$ cat src/rtl/rat_mem_pkg.sv
// Shared constants and loader state type for the program-memory sequencing logic.
package rat_mem_pkg;

    localparam int unsigned ADDR_W = 10;
    localparam int unsigned DATA_W = 18;
    localparam int unsigned DEPTH  = 1024;

    typedef enum logic [2:0] {
        IDLE,
        LOAD,
        VERIFY,
        VWAIT,
        FIN
    } prog_ld_state_t;

endpackage

$ cat src/rtl/csum_acc.sv
// Modular accumulator with synchronous clear (priority) and enable; wraps silently at W bits.
module csum_acc #(
    parameter int unsigned W = rat_mem_pkg::DATA_W
) (
    input  logic         clk,
    input  logic         rst,
    input  logic         clr,
    input  logic         en,
    input  logic [W-1:0] din,
    output logic [W-1:0] sum
);

    logic [W-1:0] sum_q;
    logic [W-1:0] sum_d;

    always_comb begin
        sum_d = sum_q;
        if (clr) begin
            sum_d = '0;
        end else if (en) begin
            sum_d = sum_q + din;
        end
    end

    always_ff @(posedge clk or posedge rst) begin
        if (rst) begin
            sum_q <= '0;
        end else begin
            sum_q <= sum_d;
        end
    end

    assign sum = sum_q;

endmodule

$ cat src/rtl/prog_loader.sv
// Program-memory sequencer: MCU fetch passthrough, streamed load with checksum, readback verify.
module prog_loader
    import rat_mem_pkg::*;
(
    input  logic              CLK,
    input  logic              RST,
    input  logic              START,
    input  logic [ADDR_W:0]   LEN,
    input  logic [DATA_W-1:0] IN_DATA,
    input  logic              IN_VALID,
    output logic              IN_READY,
    input  logic [ADDR_W-1:0] FETCH_ADDR,
    output logic [ADDR_W-1:0] MEM_ADDR,
    output logic              MEM_WE,
    output logic [DATA_W-1:0] MEM_WDATA,
    input  logic [DATA_W-1:0] MEM_RDATA,
    output logic              CPU_RST,
    output logic              BUSY,
    output logic              DONE,
    output logic              ERR,
    output logic [DATA_W-1:0] CHECKSUM
);

    localparam int unsigned LEN_W = ADDR_W + 1;

    prog_ld_state_t    state_q, state_d;
    logic [LEN_W-1:0]  cnt_q, cnt_d;
    logic [LEN_W-1:0]  len_q, len_d;
    logic              rv_q, rv_d;
    logic              cpu_rst_q, cpu_rst_d;
    logic              err_q, err_d;

    logic              csum_clr, csum_en;
    logic              rsum_clr;
    logic [DATA_W-1:0] csum, rsum;
    logic              len_ok;
    logic              last_cnt;

    assign len_ok   = (LEN != '0) && (LEN <= LEN_W'(DEPTH));
    // Counter is one bit wider than the address so LEN=DEPTH reaches DEPTH-1 without wrapping.
    assign last_cnt = (cnt_q == (len_q - LEN_W'(1)));

    always_comb begin
        state_d   = state_q;
        cnt_d     = cnt_q;
        len_d     = len_q;
        rv_d      = 1'b0;
        cpu_rst_d = cpu_rst_q;
        err_d     = err_q;
        csum_clr  = 1'b0;
        csum_en   = 1'b0;
        rsum_clr  = 1'b0;
        IN_READY  = 1'b0;
        MEM_WE    = 1'b0;
        MEM_WDATA = '0;
        MEM_ADDR  = cnt_q[ADDR_W-1:0];
        BUSY      = 1'b0;
        DONE      = 1'b0;

        case (state_q)
            IDLE: begin
                MEM_ADDR = FETCH_ADDR;
                if (START) begin
                    if (len_ok) begin
                        len_d     = LEN;
                        cnt_d     = '0;
                        csum_clr  = 1'b1;
                        rsum_clr  = 1'b1;
                        err_d     = 1'b0;
                        cpu_rst_d = 1'b1;
                        state_d   = LOAD;
                    end else begin
                        err_d = 1'b1;
                    end
                end
            end
            LOAD: begin
                BUSY     = 1'b1;
                IN_READY = 1'b1;
                if (IN_VALID) begin
                    MEM_WE    = 1'b1;
                    MEM_WDATA = IN_DATA;
                    csum_en   = 1'b1;
                    if (last_cnt) begin
                        cnt_d   = '0;
                        state_d = VERIFY;
                    end else begin
                        cnt_d = cnt_q + LEN_W'(1);
                    end
                end
            end
            VERIFY: begin
                BUSY = 1'b1;
                // Read data for this address arrives next cycle; rv_q marks it for accumulation.
                rv_d = 1'b1;
                if (last_cnt) begin
                    cnt_d   = '0;
                    state_d = VWAIT;
                end else begin
                    cnt_d = cnt_q + LEN_W'(1);
                end
            end
            VWAIT: begin
                BUSY    = 1'b1;
                state_d = FIN;
            end
            FIN: begin
                MEM_ADDR  = FETCH_ADDR;
                DONE      = 1'b1;
                cpu_rst_d = 1'b0;
                if (rsum != csum) begin
                    err_d = 1'b1;
                end
                state_d = IDLE;
            end
            default: begin
                state_d = IDLE;
            end
        endcase
    end

    always_ff @(posedge CLK or posedge RST) begin
        if (RST) begin
            state_q   <= IDLE;
            cnt_q     <= '0;
            len_q     <= '0;
            rv_q      <= 1'b0;
            cpu_rst_q <= 1'b0;
            err_q     <= 1'b0;
        end else begin
            state_q   <= state_d;
            cnt_q     <= cnt_d;
            len_q     <= len_d;
            rv_q      <= rv_d;
            cpu_rst_q <= cpu_rst_d;
            err_q     <= err_d;
        end
    end

    csum_acc #(.W(DATA_W)) u_load_sum (
        .clk (CLK),
        .rst (RST),
        .clr (csum_clr),
        .en  (csum_en),
        .din (IN_DATA),
        .sum (csum)
    );

    csum_acc #(.W(DATA_W)) u_read_sum (
        .clk (CLK),
        .rst (RST),
        .clr (rsum_clr),
        .en  (rv_q),
        .din (MEM_RDATA),
        .sum (rsum)
    );

    assign CPU_RST  = cpu_rst_q;
    assign ERR      = err_q;
    assign CHECKSUM = csum;

endmodule

$ cat config.mk
export PLATFORM = sky130hd
export DESIGN_NAME = prog_loader
export DESIGN_NICKNAME = d
export VERILOG_FILES = /design/src/rtl/rat_mem_pkg.sv /design/src/rtl/csum_acc.sv /design/src/rtl/prog_loader.sv
export SDC_FILE = /design/constraint.sdc
export NUM_CORES = 1
export LEC_CHECK = 0
export ABC_AREA = 1
export BUFFER_PORTS_ARGS = -buffer_cell sky130_fd_sc_hd__buf_4
export CAP_MARGIN = 20
export CORE_AREA = 2 2 103 105
export DETAILED_ROUTE_END_ITERATION = 8
export DIE_AREA = 0 0 105 107
export HOLD_SLACK_MARGIN = 0.1
export PLACE_DENSITY = 0.79
export SLEW_MARGIN = 20
export SYNTH_ARGS = -nofsm -noshare
export SYNTH_HDL_FRONTEND = slang
export SYNTH_SLANG_ARGS = --single-unit
$ cat constraint.sdc
create_clock -name CLK -period 4.91 [get_ports CLK]
set_input_delay 0.491 -clock CLK [delete_from_list [all_inputs] [get_ports CLK]]
set_output_delay 0.491 -clock CLK [all_outputs]
set_load 0.03 [all_outputs]
# Yosys cells after proc, flatten, opt, wreduce, memory -nomap -nowiden

Index checks and enable logic that the tools add are counted.

Flip-flop bits (word level): 64
Bits of input ports: 61
Logic and storage cells: 73
Output and inout bits: 52

Add/subtract/negate cells: 4
Equality and inequality tests: 12
Magnitude comparators: 1
Reduce and logical (&&, ||, !) cells: 14
Muxes and demuxes: 34

Operator list:

| operator                                                               | number |
|---|---|
| 18-bit two-way mux                                                     | 6 |
| 11-bit two-way mux                                                     | 4 |
| 18-bit adder                                                           | 2 |
| 11-bit case mux with 3 select lines                                    | 1 |
| 18-bit != test                                                         | 1 |
| 3-bit two-way mux                                                      | 5 |
| 1-bit two-way mux                                                      | 14 |
| 2-bit != test (second input constant)                                  | 6 |
| 3-bit case mux with 4 select lines                                     | 1 |
| 11-bit by 1-bit adder with 11-bit output (second input constant)       | 1 |
| 11-bit equality test                                                   | 1 |
| 11-bit less-or-equal comparator (second input constant)                | 1 |
| 11-bit nonzero test                                                    | 1 |
| 11-bit by 1-bit subtractor with 11-bit output (second input constant)  | 1 |
| 10-bit two-way mux                                                     | 1 |
| 3-bit AND reduction                                                    | 3 |
| 3-bit by 2-bit equality test with 1-bit output (second input constant) | 2 |
| 2-bit nonzero test                                                     | 3 |
| 5-bit AND reduction                                                    | 1 |
| 1-bit case mux with 2 select lines                                     | 2 |
| 4-bit AND reduction                                                    | 1 |
| 3-bit by 1-bit equality test with 1-bit output (second input constant) | 1 |
| 3-bit equality test (second input constant)                            | 1 |
| 3-bit logical NOT                                                      | 1 |
| 4 further kinds                                                        | 4 |

# Depth between registers and ports, before layout

Gate-level depths: netlist of run 1.

Depth in word-level cells: 6
Mapped depth: 16
Gate-level depth less buffers: 15

# By module

From an unflattened synthesis of run 1, not the netlist that was laid out.

Cell total of the unflattened synthesis: 881
Area, all modules: 5,831.8 µm²

By module, submodules not included:

| module      | sequential area each (µm²) | area an instance (µm²) | instances | cells an instance |
|---|---|---|---|---|
| csum_acc    | 450.4                      | 1,666.6                | 2         | 249 |
| prog_loader | 700.7                      | 2,498.6                | 1         | 383 |

# Least setup slack after synthesis of run 1

Ideal clock, no wire load.

Path type: register to output
Start: register state_q[2]
End: output MEM_WDATA[10]
Cell stages (with the launch flop): 6
Data arrival time: 1.715 ns
Required time: 4.419 ns
Setup slack: 2.704 ns
Path buffers: 2
Cells stage by stage: dfrtp_1 -> nor3_4 -> inv_2 -> buf_6 -> clkbuf_1 -> nor2_1

Cells in the longest elaborated chain, start to end: 2

RTL lines:

| what                                           | line               | RTL |
|---|---|---|
| from (decl)                                    | prog_loader.sv:26  | `prog_ld_state_t state_q, state_d;` |
| from (signal assigned)                         | prog_loader.sv:131 | `state_q <= state_d;` |
| 3-bit by 1-bit equality test with 1-bit output | prog_loader.sv:60  | `case (state_q)` |
| 18-bit two-way mux                             | prog_loader.sv:60  |  |
| to (decl)                                      | prog_loader.sv:15  | `output logic [DATA_W-1:0] MEM_WDATA,` |

Every way passes these cells.

# Worst setup path after layout of run 1

Start: register state_q[2]
End: output MEM_WE

Cells in the longest elaborated chain, start to end: 2

RTL lines:

| what                                           | line              | RTL |
|---|---|---|
| 3-bit by 1-bit equality test with 1-bit output | prog_loader.sv:60 |  |
| 1-bit two-way mux                              | prog_loader.sv:60 |  |
| to (decl)                                      | prog_loader.sv:14 | `output logic MEM_WE,` |

Every way passes these cells.

==> results of run 1 <==
## critical path, cell delays in order, from the launching register on
cell     delay (ps)
dfrtp_1         470
nor3_4          260
nand2_1         260
inv_1           410
buf_4           240
## worst max-delay path by stage
stage | to | cells after the start
6_report | MEM_WE | 4
3_3_place_gp | u_load_sum.sum[16]$_DFFE_PP0P_ | 13
3_5_place_dp | u_load_sum.sum[16]$_DFFE_PP0P_ | 13
4_1_cts | MEM_WE | 4
5_1_grt | DONE | 4
2_1_floorplan | MEM_WDATA[10] | 5
## registers in the layout, summed over array words and instances (netlist names)
signal and count:
u_load_sum.sum 18, ERR 1, rv_q 1, state_q 3, CPU_RST 1, len_q 11, u_read_sum.sum 18, cnt_q 11
## per-stage QoR
step | setup slack [ps] | util
2_1_floorplan | 2700 | -
6_report | 2410 | 0.655
3_5_place_dp | 2570 | 0.637
3_3_place_gp | 2610 | 0.637
5_1_grt | 2280 | 0.655
4_1_cts | 2390 | 0.655
## metal layers
layer | up-vias | GRT usage | share of wire
li1 | 2899 | - | -
met1 | 2532 | 0.364 | 0.46
met2 | 182 | 0.435 | 0.46
met3 | 18 | 0.0438 | 0.061
met4 | 0 | 0.0676 | 0.016
met5 | - | 0 | 0
## layout make-up
cell class                      instances  area (µm²)
Fill cell                             944        3480
Timing Repair Buffer                  114         856
Sequential cell                        64        1600
Multi-Input combinational cell        657        3500
Inverter                               81         307
Clock buffer                            9         124
Clock inverter                          7        56.3
Tap cell                              136         170
## report_power, final
part	internal (mW)	total (mW)	switching [mW]
clock	0.187	0.425	0.238
sequential	0.612	0.735	0.123
combinational	0.356	0.866	0.510
total	1.16	2.03	0.871
## cell families after synthesis
logic type                 Yosys count  synth area share
muxes                                1           0.00205
adders and majority gates           38            0.0893
AOI/OAI and AO/OA                  116             0.117
DFF                                 64             0.292
xor gates and xnor gates            46            0.0734
buffers and inverters               97            0.0715
and+or+nand+nor                    456             0.355
## cell usage in the layout, fill, tap and decap left out, drive strengths merged, types with 26 or more instances in the layout
master | synthesis | routed
ha | 36 | 36
nand2 | 244 | 244
dfrtp | 64 | 64
xor2 | 26 | 26
nor2 | 101 | 101
a21oi | 40 | 40
nand3 | 79 | 79
buf | 8 | 114
inv | 80 | 82
o21ai | 59 | 59
==> summary.md, run 1 <==
| Metric | Value |
|---|---|
| Worst-case clock buffer depth | `2` |
| Reg2reg setup slack | `2630 ps` |
| Post-synth ARST share | `1.00` |
| Setup TNS | `0 ps` |
| R2R Path Start | `state_q[0]$_DFFE_PP0P_` |
| Syn Area/Cell | `between 6 and 7 µm²` |
| Worst hold path type | `input pin to flip-flop` |
| Minimum clock period | `2500 ps` |
| Synth cell count leaders | `nand2_1, nor2_1, nand3_1, inv_1, dfrtp_1` |
| Final HPWL DP | `11700 µm` |
| Area after DPL | `0.00643 mm²` |
| Initial DRC count | `approximately 330` |
| Clock sinks | `64` |
| Drt first pass iters | `5` |
| Area contributors post-synth | `dfrtp_1, nand2_1, ha_1` |
| Worst clock skew | `8.70 ps` |
| Syn nets | `917` |
| Dpl cells | `~1.1k` |
| Die ar. | `0.0112 mm²` |
| All-Layer GR Usage | `0.264` |
| FMAX | `0.401 GHz` |
| Share of the synthesized area in the top cell type | `0.292` |
| Hold slack | `373 ps` |
| Hold_sp | `LEN[7]` |
| Hold-fix buffers, CTS | `0` |
| Post-CTS sizing | `0` |
| Initial cell density of the core | `0.544` |
| Fin nets | `1026` |
| Final wirelength | `14800 µm` |
| Vias in the first global route | `5047` |
| Top FF cell, synth | `dfrtp_1` |
| Gpl congestion | `0.952` |
| Register area share after synthesis | `0.292` |
| Tcrit/Tclk final | `0.508` |
| Initial antenna violation count | `0` |
| First-pass GRT wire length | `roughly 24000 µm` |
| #FFs+latches synth | `64` |
| Worst hold path stage count | `2` |
| Clk pin slew, worst setup/hold paths | `80 ps` |
| H-Tree Depth | `3` |
| R2R depth | `8` |
| Root buf cell | `clkbuf_8` |
| Worst slew pin tran | `820 ps` |
| Max_slew headroom | `0.454` |
| Design Power | `roughly 2 mW` |
| Crit Path Max Fanout | `11` |
| Status | `finished clean` |
| Vias | `5631` |
| Layout cells sized above 1 | `0.172` |
| Setup bufs post-CTS | `0` |
| Row count | `37` |
| Critical Path Source Type | `flip-flop` |
| RSZ-0062 raised after global routing | `false` |
| Maxcap violations | `0` |
| ANT cells | `0` |
| Clk Latency, worst-skew pair | `350 ps` |
| Netlist cell types | `between 40 and 50` |
| Cell taking the most area after synthesis | `dfrtp_1` |
| Cell Area, Synth | `0.00549 mm²` |
| Finished Layout Cells | `1068` |
| PortBufs | `approximately 110` |
| Crit. Startpoint | `state_q[2]$_DFFE_PP0P_` |
| Worst Path Arrival | `approximately 2000 ps` |
| Die Y | `107 µm` |
| CORE AREA | `0.0101 mm²` |
| Total CTS buffers | `9` |
| Design Area, Final | `0.00661 mm²` |
| Crit path required time | `4420 ps` |
| Die Width | `105 µm` |
| Final Hold Vio Count | `0` |
| DR WL/cell | `13.8 µm` |
| R2r endpoint | `u_read_sum.sum[4]$_DFFE_PP0P_` |
| Final setup viols | `0` |
| Largest net degree at the start of global routing | `65` |
| TritonCTS clock tree | `built` |
| Cell with the most instances after synthesis | `nand2_1` |
| Cell Pwr Density | `306 mW/mm²` |
| EDFF count, synth | `0` |
| Worst hold endpoint | `len_q[7]$_DFFE_PP0P_` |
| Synth-to-layout area growth | `20.4%` |
| Leakage Power | `~3.5 nW` |
| Post-Synthesis Cells | `818` |
| Critical path class | `flip-flop to output pin` |
| Num ports | `113` |
| Grt total ovfl | `0` |
| Routed vias/inst | `5.27` |
| Yosys warns | `0` |
| Crit. End Element | `output pin` |
| Number of antenna-violating nets in the routed design | `0` |
| Final Max Slew Viols | `0` |
| VDD IR-drop max | `0.000299 V` |
| DRC | `0` |
Power figures use the tool's default switching activity.
==> run 2, diff against run 1 <==
==> constraint.sdc (replaced) <==
create_clock -name CLK -period 2.4 [get_ports CLK]
set_input_delay 0.24 -clock CLK [delete_from_list [all_inputs] [get_ports CLK]]
set_output_delay 0.24 -clock CLK [all_outputs]
set_load 0.03 [all_outputs]
==> run 2 against run 1 <==
  * Final area rose by 1.6%
  * Critical path depth is 8 higher
  * First-iteration DRC count up 4.9%
  * Hold slack got worse by 240 ps
  * Setup slack got worse by 2200 ps
  * Combinational power rose by 100%
  * Utilization increased by 1.1 points
==> summary.md, run 2 (same netlist as run 1, synthesis figures left out) <==
| Metric | Value |
|---|---|
| First-pass GRT wire length | `24800 µm (was 24000 µm)` |
| Sequence of cells on the critical path | `ha_1, fa_1, nand3_1, nand3_1, nand2_1, nand2_1, nand2_1, nand3_1, nand2_1, nand2_1, o21ai_0, nand2_1 (was nor3_4, nand2_1, inv_1, buf_4)` |
| Max_slew headroom | `0.590 (was 0.454)` |
| Total CTS buffers | `9 (unchanged)` |
| DRC | `0 (unchanged)` |
| CP max-delay cell | `dfrtp_1 (unchanged)` |
| Clock Power Share | `0.243 (was 0.210)` |
| Synth-to-layout area growth | `22.3% (was 20.4%)` |
| Buf+Inv Stages, Crit Path | `0 (was 2)` |
| Post-CTS sizing | `0 (unchanged)` |
| Cell Pwr Density | `640 mW/mm² (was 306 mW/mm²)` |
| Crit path required time | `2620 ps (was 4420 ps)` |
| Final setup viols | `0 (unchanged)` |
| Worst Path Arrival | `2430 ps (was 2010 ps)` |
| Root buf cell | `clkbuf_8 (unchanged)` |
| Switch Pwr | `1.73 mW (was 0.871 mW)` |
| Number of antenna-violating nets in the routed design | `0 (unchanged)` |
| Global routing usage on met3 | `0.0456 (was 0.0438)` |
| Die Y | `107 µm (unchanged)` |
| Met1 Use GR | `0.360 (was 0.364)` |
| Status | `finished clean (unchanged)` |
| Clk pin slew, worst setup/hold paths | `80 ps (about the same)` |
| Hold-fix buffers, CTS | `1 (was 0)` |
| Leakage Power | `3.55 nW (was 3.47 nW)` |
| Gr busiest metal | `met2 (unchanged)` |
| Worst slew pin tran | `613 ps (was 820 ps)` |
| Grt total ovfl | `0 (unchanged)` |
| Initial DRC count | `341 (was 325)` |
| FMAX | `between 0.4 and 0.5 GHz` |
| Tcrit/Tclk final | `0.918` |
| Critical path class | `flip-flop to flip-flop (was flip-flop to output pin)` |
| Gpl congestion | `0.952 (about the same)` |
| Cell internal pwr | `2.57 mW (was 1.16 mW)` |
| Largest net degree at the start of global routing | `39 (was 65)` |
| Most frequent cells in the layout | `nand2_1, buf_4, nor2_1 (unchanged)` |
| Setup TNS | `0 ps (unchanged)` |
| All-Layer GR Usage | `0.274 (was 0.264)` |
| Fin nets | `1033 (was 1026)` |
| Drt first pass iters | `7 (was 5)` |
| Minimum clock period | `2200 ps` |
| Num ports | `113 (unchanged)` |
| Design Area, Final | `0.00672 mm² (was 0.00661 mm²)` |
| Critical Path Source Type | `flip-flop (unchanged)` |
| Die ar. | `0.0112 mm² (unchanged)` |
| Worst-case clock buffer depth | `2 (unchanged)` |
| CORE AREA | `0.0101 mm² (unchanged)` |
| Maxcap violations | `0 (unchanged)` |
| DR WL/cell | `14.2 µm (was 13.8 µm)` |
| Part of the power in registers | `0.344 (was 0.363)` |
| H-Tree Depth | `3 (unchanged)` |
| Vias | `5713 (was 5631)` |
| Sw Share | `0.402 (was 0.430)` |
| Vias in the first global route | `5324 (was 5047)` |
| Setup bufs post-CTS | `0 (unchanged)` |
| Die Width | `105 µm (unchanged)` |
| Final Hold Vio Count | `0 (unchanged)` |
| TritonCTS clock tree | `built (unchanged)` |
| Final HPWL DP | `12000 µm (was 11700 µm)` |
| Initial cell density of the core | `0.544 (unchanged)` |
| PortBufs | `112 (unchanged)` |
| Routed vias/inst | `5.31 (was 5.27)` |
| Critical Path Max Stage Delay | `430 ps (was 470 ps)` |
| Crit Path Max Fanout | `4 (was 11)` |
| Row count | `37 (unchanged)` |
| Hold slack | `138 ps (was 373 ps)` |
| CP dominant cell by count | `nand2_1` |
| Clk Latency, worst-skew pair | `340 ps (was 350 ps)` |
| Top cell family by delay on the critical path | `simple AND/OR/NAND/NOR gates (was buffers and inverters)` |
| Initial antenna violation count | `0 (unchanged)` |
| Area after DPL | `0.00649 mm² (was 0.00643 mm²)` |
| Most common cell after layout, fill and taps aside | `nand2_1 (unchanged)` |
| Final Max Slew Viols | `0 (unchanged)` |
| VDD IR-drop max | `0.000600 V (was 0.000299 V)` |
| Finished Layout Cells | `1075 (was 1068)` |
| Layout cells sized above 1 | `0.177 (was 0.172)` |
| RSZ-0062 raised after global routing | `false (unchanged)` |
| Met2 global-route usage | `0.469 (was 0.435)` |
| Clock sinks | `64 (unchanged)` |
| Combinational group share of total power | `0.412 (was 0.427)` |
| ANT cells | `0 (unchanged)` |
| Worst clock skew | `14.5 ps (was 8.70 ps)` |
| Crit. End Element | `flip-flop (was output pin)` |
| Final wirelength | `15200 µm (was 14800 µm)` |
| Worst hold path type | `input pin to flip-flop (unchanged)` |
| Dpl cells | `1058 (was 1052)` |
==> run 2: changes by cell type in the layout (fill, tap and decap cells not counted) <==
| cell | before | now |
|---|---|---|
| bufinv_16 | 0 | 2 |
| buf_4 | 114 | 119 |
| buf_12 | 0 | 1 |
| clkinvlp_4 | 4 | 1 |
| inv_6 | 2 | 1 |
| dlygate4sd3_1 | 0 | 1 |
| clkinv_2 | 0 | 2 |
==> run 2: path summary, 6_finish.rpt <==
path,slack [ps],from,to,cells past startpoint
worst min register to register,490,ERR$_DFFE_PP0P_,ERR$_DFFE_PP0P_,2
worst min-delay path,140,LEN[7],len_q[7]$_DFFE_PP0P_,2
worst max register to register,200,u_load_sum.sum[0]$_DFFE_PP0P_,u_load_sum.sum[14]$_DFFE_PP0P_,12
max in group asynchronous,1300,RST,cnt_q[1]$_DFFE_PP0P_,4
worst max-delay path,200,u_load_sum.sum[0]$_DFFE_PP0P_,u_load_sum.sum[14]$_DFFE_PP0P_,12
min in group asynchronous,530,RST,len_q[6]$_DFFE_PP0P_,3
==> run 2: routing by layer <==
layer,routed length (µm),share of wire,vias to the layer above
met5,0,0,-
li1,-,-,2904
met2,7240,0.48,193
met4,276,0.018,0
met1,6750,0.44,2586
met3,965,0.063,30
==> run 2: worst reg2reg max path, delay by kind of cell, from the launching register on <==
family / cells / cell delay (ps)
AO/OA/AOI/OAI: 1 / 190
AND/OR/NAND/NOR: 9 / 770
flip-flops: 1 / 430
adder cells (fa/ha/maj): 2 / 670
==> run 2: stage by stage <==
step | setup WS [ps] | util | total power, mW
after detailed placement | 250 | 0.643 | 3.22
final | 197 | 0.666 | 4.30
after global placement | 313 | 0.643 | 3.18
after CTS | 216 | 0.666 | 4.27
after floorplan | 295 | - | 2.74
after global routing | 3.24 | 0.666 | 4.61
==> run 2: layout make-up <==
cell class | count | area [µm²]
Fill cell | 923 | 3370
Multi-Input combinational cell | 657 | 3500
Inverter | 81 | 307
Timing Repair Buffer | 121 | 923
Clock inverter | 7 | 95.1
Tap cell | 136 | 170
Clock buffer | 9 | 124
Sequential cell | 64 | 1600
==> run 2: power by group through the flow <==
stage	registers, mW	clock network [mW]	logic (mW)
floorplan	1.40	0	1.34
global placement	1.49	0	1.69
detailed placement	1.49	0	1.73
CTS	1.47	1.06	1.75
global route	1.48	1.10	2.03
finish	1.48	1.05	1.77
==> run 3, diff against run 2 <==
==> config.mk (replaced) <==
export PLATFORM = sky130hd
export DESIGN_NAME = prog_loader
export DESIGN_NICKNAME = d
export VERILOG_FILES = /design/src/rtl/rat_mem_pkg.sv /design/src/rtl/csum_acc.sv /design/src/rtl/prog_loader.sv
export SDC_FILE = /design/constraint.sdc
export NUM_CORES = 1
export LEC_CHECK = 0
export BUFFER_PORTS_ARGS = -buffer_cell sky130_fd_sc_hd__buf_4
export CAP_MARGIN = 20
export CORE_AREA = 2 2 98 100
export DETAILED_ROUTE_END_ITERATION = 8
export DIE_AREA = 0 0 100 102
export HOLD_SLACK_MARGIN = 0.1
export PLACE_DENSITY = 0.8
export SLEW_MARGIN = 10
export SYNTH_ARGS = -nofsm -noshare
export SYNTH_HDL_FRONTEND = slang
export SYNTH_SLANG_ARGS = --single-unit
==> run 3 against run 2 <==
  * The run now ends with setup timing left
  * Non-clock buffer count grew 54
  * Cell count shrank 23%
  * Total power grew 73%
  * Flip-flop and latch count is the same
  * Combinational power grew to 2.7 times the previous value
  * First-iteration DRC count shrank 28%
  * Register-to-register slack lost 420 ps
  * Global-route usage grew 1.6 points
  * Final area grew 1.3%
  * Sequential power grew 23%
  * Largest cell class unchanged
  * Highest routed layer unchanged
==> summary.md, run 3 <==
| Metric | Value |
|---|---|
| Total CTS buffers | `9 (unchanged)` |
| Sequence of cells on the critical path | `ha_4, fa_2, a21o_1, a311o_1, a31oi_2, o21ai_2, a21o_1, a21oi_2, xor2_1, o22ai_1 (was ha_1, fa_1, nand3_1, nand3_1, nand2_1, nand2_1, nand2_1, nand3_1, nand2_1, nand2_1, o21ai_0, nand2_1)` |
| FMAX | `0.382 GHz (was 0.454 GHz)` |
| Number of antenna-violating nets in the routed design | `0 (unchanged)` |
| Setup TNS | `-586 ps (was 0 ps)` |
| Part of the power in registers | `0.245 (was 0.344)` |
| Routed vias/inst | `5.99 (was 5.31)` |
| DR WL/cell | `18.2 µm (was 14.2 µm)` |
| Initial antenna violation count | `0 (unchanged)` |
| Cell Area, Synth | `0.00494 mm² (was 0.00549 mm²)` |
| Largest net degree at the start of global routing | `28 (was 39)` |
| Final setup viols | `5 (was 0)` |
| Most frequent cells in the layout | `buf_4, dfrtp_1, nand2_1 (was nand2_1, buf_4, nor2_1)` |
| Worst slew pin tran | `467 ps (was 613 ps)` |
| Maxcap violations | `0 (unchanged)` |
| Die Width | `100 µm (was 105 µm)` |
| Status | `finished, violations left (was finished clean)` |
| PortBufs | `112 (unchanged)` |
| Design Power | `7.43 mW (was 4.30 mW)` |
| Minimum clock period | `2620 ps (was 2200 ps)` |
| Hold slack | `133 ps (was 138 ps)` |
| Grt total ovfl | `0 (unchanged)` |
| Yosys warns | `0 (unchanged)` |
| Share of the synthesized area in the top cell type | `0.324 (was 0.292)` |
| CORE AREA | `0.00911 mm² (was 0.0101 mm²)` |
| EDFF count, synth | `0 (unchanged)` |
| Num ports | `113 (unchanged)` |
| Critical Path Source Type | `flip-flop (unchanged)` |
| Sw Share | `0.458 (was 0.402)` |
| Syn nets | `644 (was 917)` |
| Vias in the first global route | `4848 (was 5324)` |
| Die ar. | `0.0102 mm² (was 0.0112 mm²)` |
| All-Layer GR Usage | `0.290 (was 0.274)` |
| Final HPWL DP | `11000 µm (was 12000 µm)` |
| Final wirelength | `15100 µm (was 15200 µm)` |
| Cell with the most instances after synthesis | `dfrtp_1 (was nand2_1)` |
| Root buf cell | `clkbuf_8 (unchanged)` |
| Post-Synthesis Cells | `545 (was 818)` |
| Top cell family by delay on the critical path | `compound AO/OA/AOI/OAI gates (was simple AND/OR/NAND/NOR gates)` |
| CP dominant cell by count | `a21o_1 (was nand2_1)` |
| Post-synth ARST share | `1.00 (unchanged)` |
| Netlist cell types | `59 (was 43)` |
| Filler instances | `616 (was 923)` |
| Initial cell density of the core | `0.543 (was 0.544)` |
| Cell Pwr Density | `1090 mW/mm² (was 640 mW/mm²)` |
| Clock Power Share | `0.105 (was 0.243)` |
| DRC | `0 (unchanged)` |
| PnR worst setup slack | `-220 ps (was 197 ps)` |
| VDD IR-drop max | `0.000662 V (was 0.000600 V)` |
| Critical path class | `flip-flop to flip-flop (unchanged)` |
| Post-layout util | `0.747 (was 0.666)` |
| Worst-case clock buffer depth | `2 (unchanged)` |
| Clk Latency, worst-skew pair | `340 ps (about the same)` |
| Crit Path Max Fanout | `2 (was 4)` |
| Syn Area/Cell | `9.07 µm² (was 6.71 µm²)` |
| ANT cells | `0 (unchanged)` |
| Initial DRC count | `247 (was 341)` |
| Buf+Inv Stages, Crit Path | `0 (unchanged)` |
| Synth cell count leaders | `dfrtp_1, nand2_1, nor2_1, xnor2_1, ha_1 (was nand2_1, nor2_1, nand3_1, inv_1, dfrtp_1)` |
| Die Y | `102 µm (was 107 µm)` |
| Crit path required time | `2630 ps (was 2620 ps)` |
| Synth-to-layout area growth | `37.7% (was 22.3%)` |
| Clock sinks | `64 (unchanged)` |
| Fin nets | `814 (was 1033)` |
| Leakage Power | `3.20 nW (was 3.55 nW)` |
| TritonCTS clock tree | `built (unchanged)` |
| Drt first pass iters | `5 (was 7)` |
| Row count | `35 (was 37)` |
| First-pass GRT wire length | `23400 µm (was 24800 µm)` |
| Vias | `4971 (was 5713)` |
| Final Max Slew Viols | `0 (unchanged)` |
| #FFs+latches synth | `64 (unchanged)` |
| CP max-delay cell | `dfrtp_1 (unchanged)` |
| Failing checks | `setup timing` |
| Clk pin slew, worst setup/hold paths | `70 ps (was 80 ps)` |
| Worst hold path type | `input pin to flip-flop (unchanged)` |
| Area contributors post-synth | `dfrtp_1, ha_1, xnor2_1 (was dfrtp_1, nand2_1, ha_1)` |
| Final Hold Vio Count | `0 (unchanged)` |
| Cell internal pwr | `4.02 mW (was 2.57 mW)` |
| Worst Path Arrival | `2850 ps (was 2430 ps)` |
| Top FF cell, synth | `dfrtp_1 (unchanged)` |
| RSZ-0062 raised after global routing | `true (was false)` |
| Tcrit/Tclk final | `1.09 (was 0.918)` |
| H-Tree Depth | `3 (unchanged)` |
| Cell taking the most area after synthesis | `dfrtp_1 (unchanged)` |
| Switch Pwr | `3.40 mW (was 1.73 mW)` |
| Combinational group share of total power | `0.650 (was 0.412)` |
| Critical Path Max Stage Delay | `420 ps (was 430 ps)` |
| Worst clock skew | `6.69 ps (was 14.5 ps)` |
| Max_slew headroom | `0.688 (was 0.590)` |
| Layout cells sized above 1 | `0.369 (was 0.177)` |
| Gpl congestion | `1.01 (was 0.952)` |
| Most common cell after layout, fill and taps aside | `buf_4 (was nand2_1)` |
| Crit. End Element | `flip-flop (unchanged)` |
| Register area share after synthesis | `0.324 (was 0.292)` |
==> run 3: cell count changes after synthesis, moves of 22 or more <==
cell,change
o21ai_0,-22
and2_1,+22
nand2_1,-196
nor2_1,-55
nand3_1,-71
inv_1,-57
==> run 3: cell families (layout without fill, tap and decap cells) <==
group	after synthesis	in the layout	synth area share
adder cells (fa/ha/maj)	38	38	0.0992
buffers and inverters	28	202	0.0225
AO/OA/AOI/OAI	139	139	0.182
AND/OR/NAND/NOR	182	182	0.192
multiplexers	36	36	0.0777
XOR/XNOR	58	58	0.103
flip-flops	64	64	0.324
==> run 3: power by group through the flow <==
stage / Combinational [mW] / Sequential [mW] / Clock (mW)
2_1_floorplan: 2.52 / 2.10 / 0
3_3_place_gp: 4.23 / 1.77 / 0
3_5_place_dp: 4.38 / 1.79 / 0
4_1_cts: 4.53 / 1.78 / 0.780
5_1_grt: 5.20 / 1.86 / 0.838
6_report: 4.82 / 1.82 / 0.783
==> run 3: worst paths after layout <==
| kind | start | end | slack, ps | cells past startpoint |
|---|---|---|---|---|
| worst max-delay path | u_read_sum.sum[0]$_DFFE_PP0P_ | u_read_sum.sum[12]$_DFFE_PP0P_ | -220 | 10 |
| worst min-delay path | LEN[9] | len_q[9]$_DFFE_PP0P_ | 130 | 3 |
| worst max register to register | u_read_sum.sum[0]$_DFFE_PP0P_ | u_read_sum.sum[12]$_DFFE_PP0P_ | -220 | 10 |
| worst min register to register | CPU_RST$_DFFE_PP0P_ | CPU_RST$_DFFE_PP0P_ | 490 | 1 |
| max in group asynchronous | RST | u_load_sum.sum[0]$_DFFE_PP0P_ | 1200 | 4 |
| min in group asynchronous | RST | CPU_RST$_DFFE_PP0P_ | 460 | 3 |
==> run 3: routing by layer <==
layer	wire, µm	GRT usage
met5	0	0
met4	398	0.106
met3	838	0.0404
met2	7640	0.502
met1	6240	0.373
==> run 3: per-stage QoR <==
| step | worst slack [ps] | cell area, µm² | std cells |
|---|---|---|---|
| final | -220 | 6810 | 830 |
| after global routing | -293 | 6810 | 830 |
| after CTS | -102 | 6560 | 825 |
| after detailed placement | -126 | 6310 | 806 |
| after global placement | -90.9 | 6310 | 806 |
| after floorplan | -96.9 | 4960 | 545 |
==> run 3: tightest hold or removal path: stages <==
cell and delay [ps]:
buf_4 90, nand2_1 50, o21ai_0 60
==> run 3: what timing repair did <==
action / CTS / global route
buffers inserted: 3 / 6
hold endpoints to repair: 19 / 0
hold buffers: 1 / 0
setup endpoints to repair: 17 / 37
pin swaps: 11 / 37
gates resized for setup: 15 / 45
==> run 3: area by class of cell <==
type | count | area, µm² | area share
Clock inverter | 4 | 22.5 | 0.00331
Tap cell | 111 | 139 | 0.0204
Timing Repair Buffer | 175 | 1350 | 0.199
Inverter | 12 | 45.0 | 0.00662
Clock buffer | 11 | 131 | 0.0193
Sequential cell | 64 | 1610 | 0.236
Multi-Input combinational cell | 453 | 3510 | 0.515
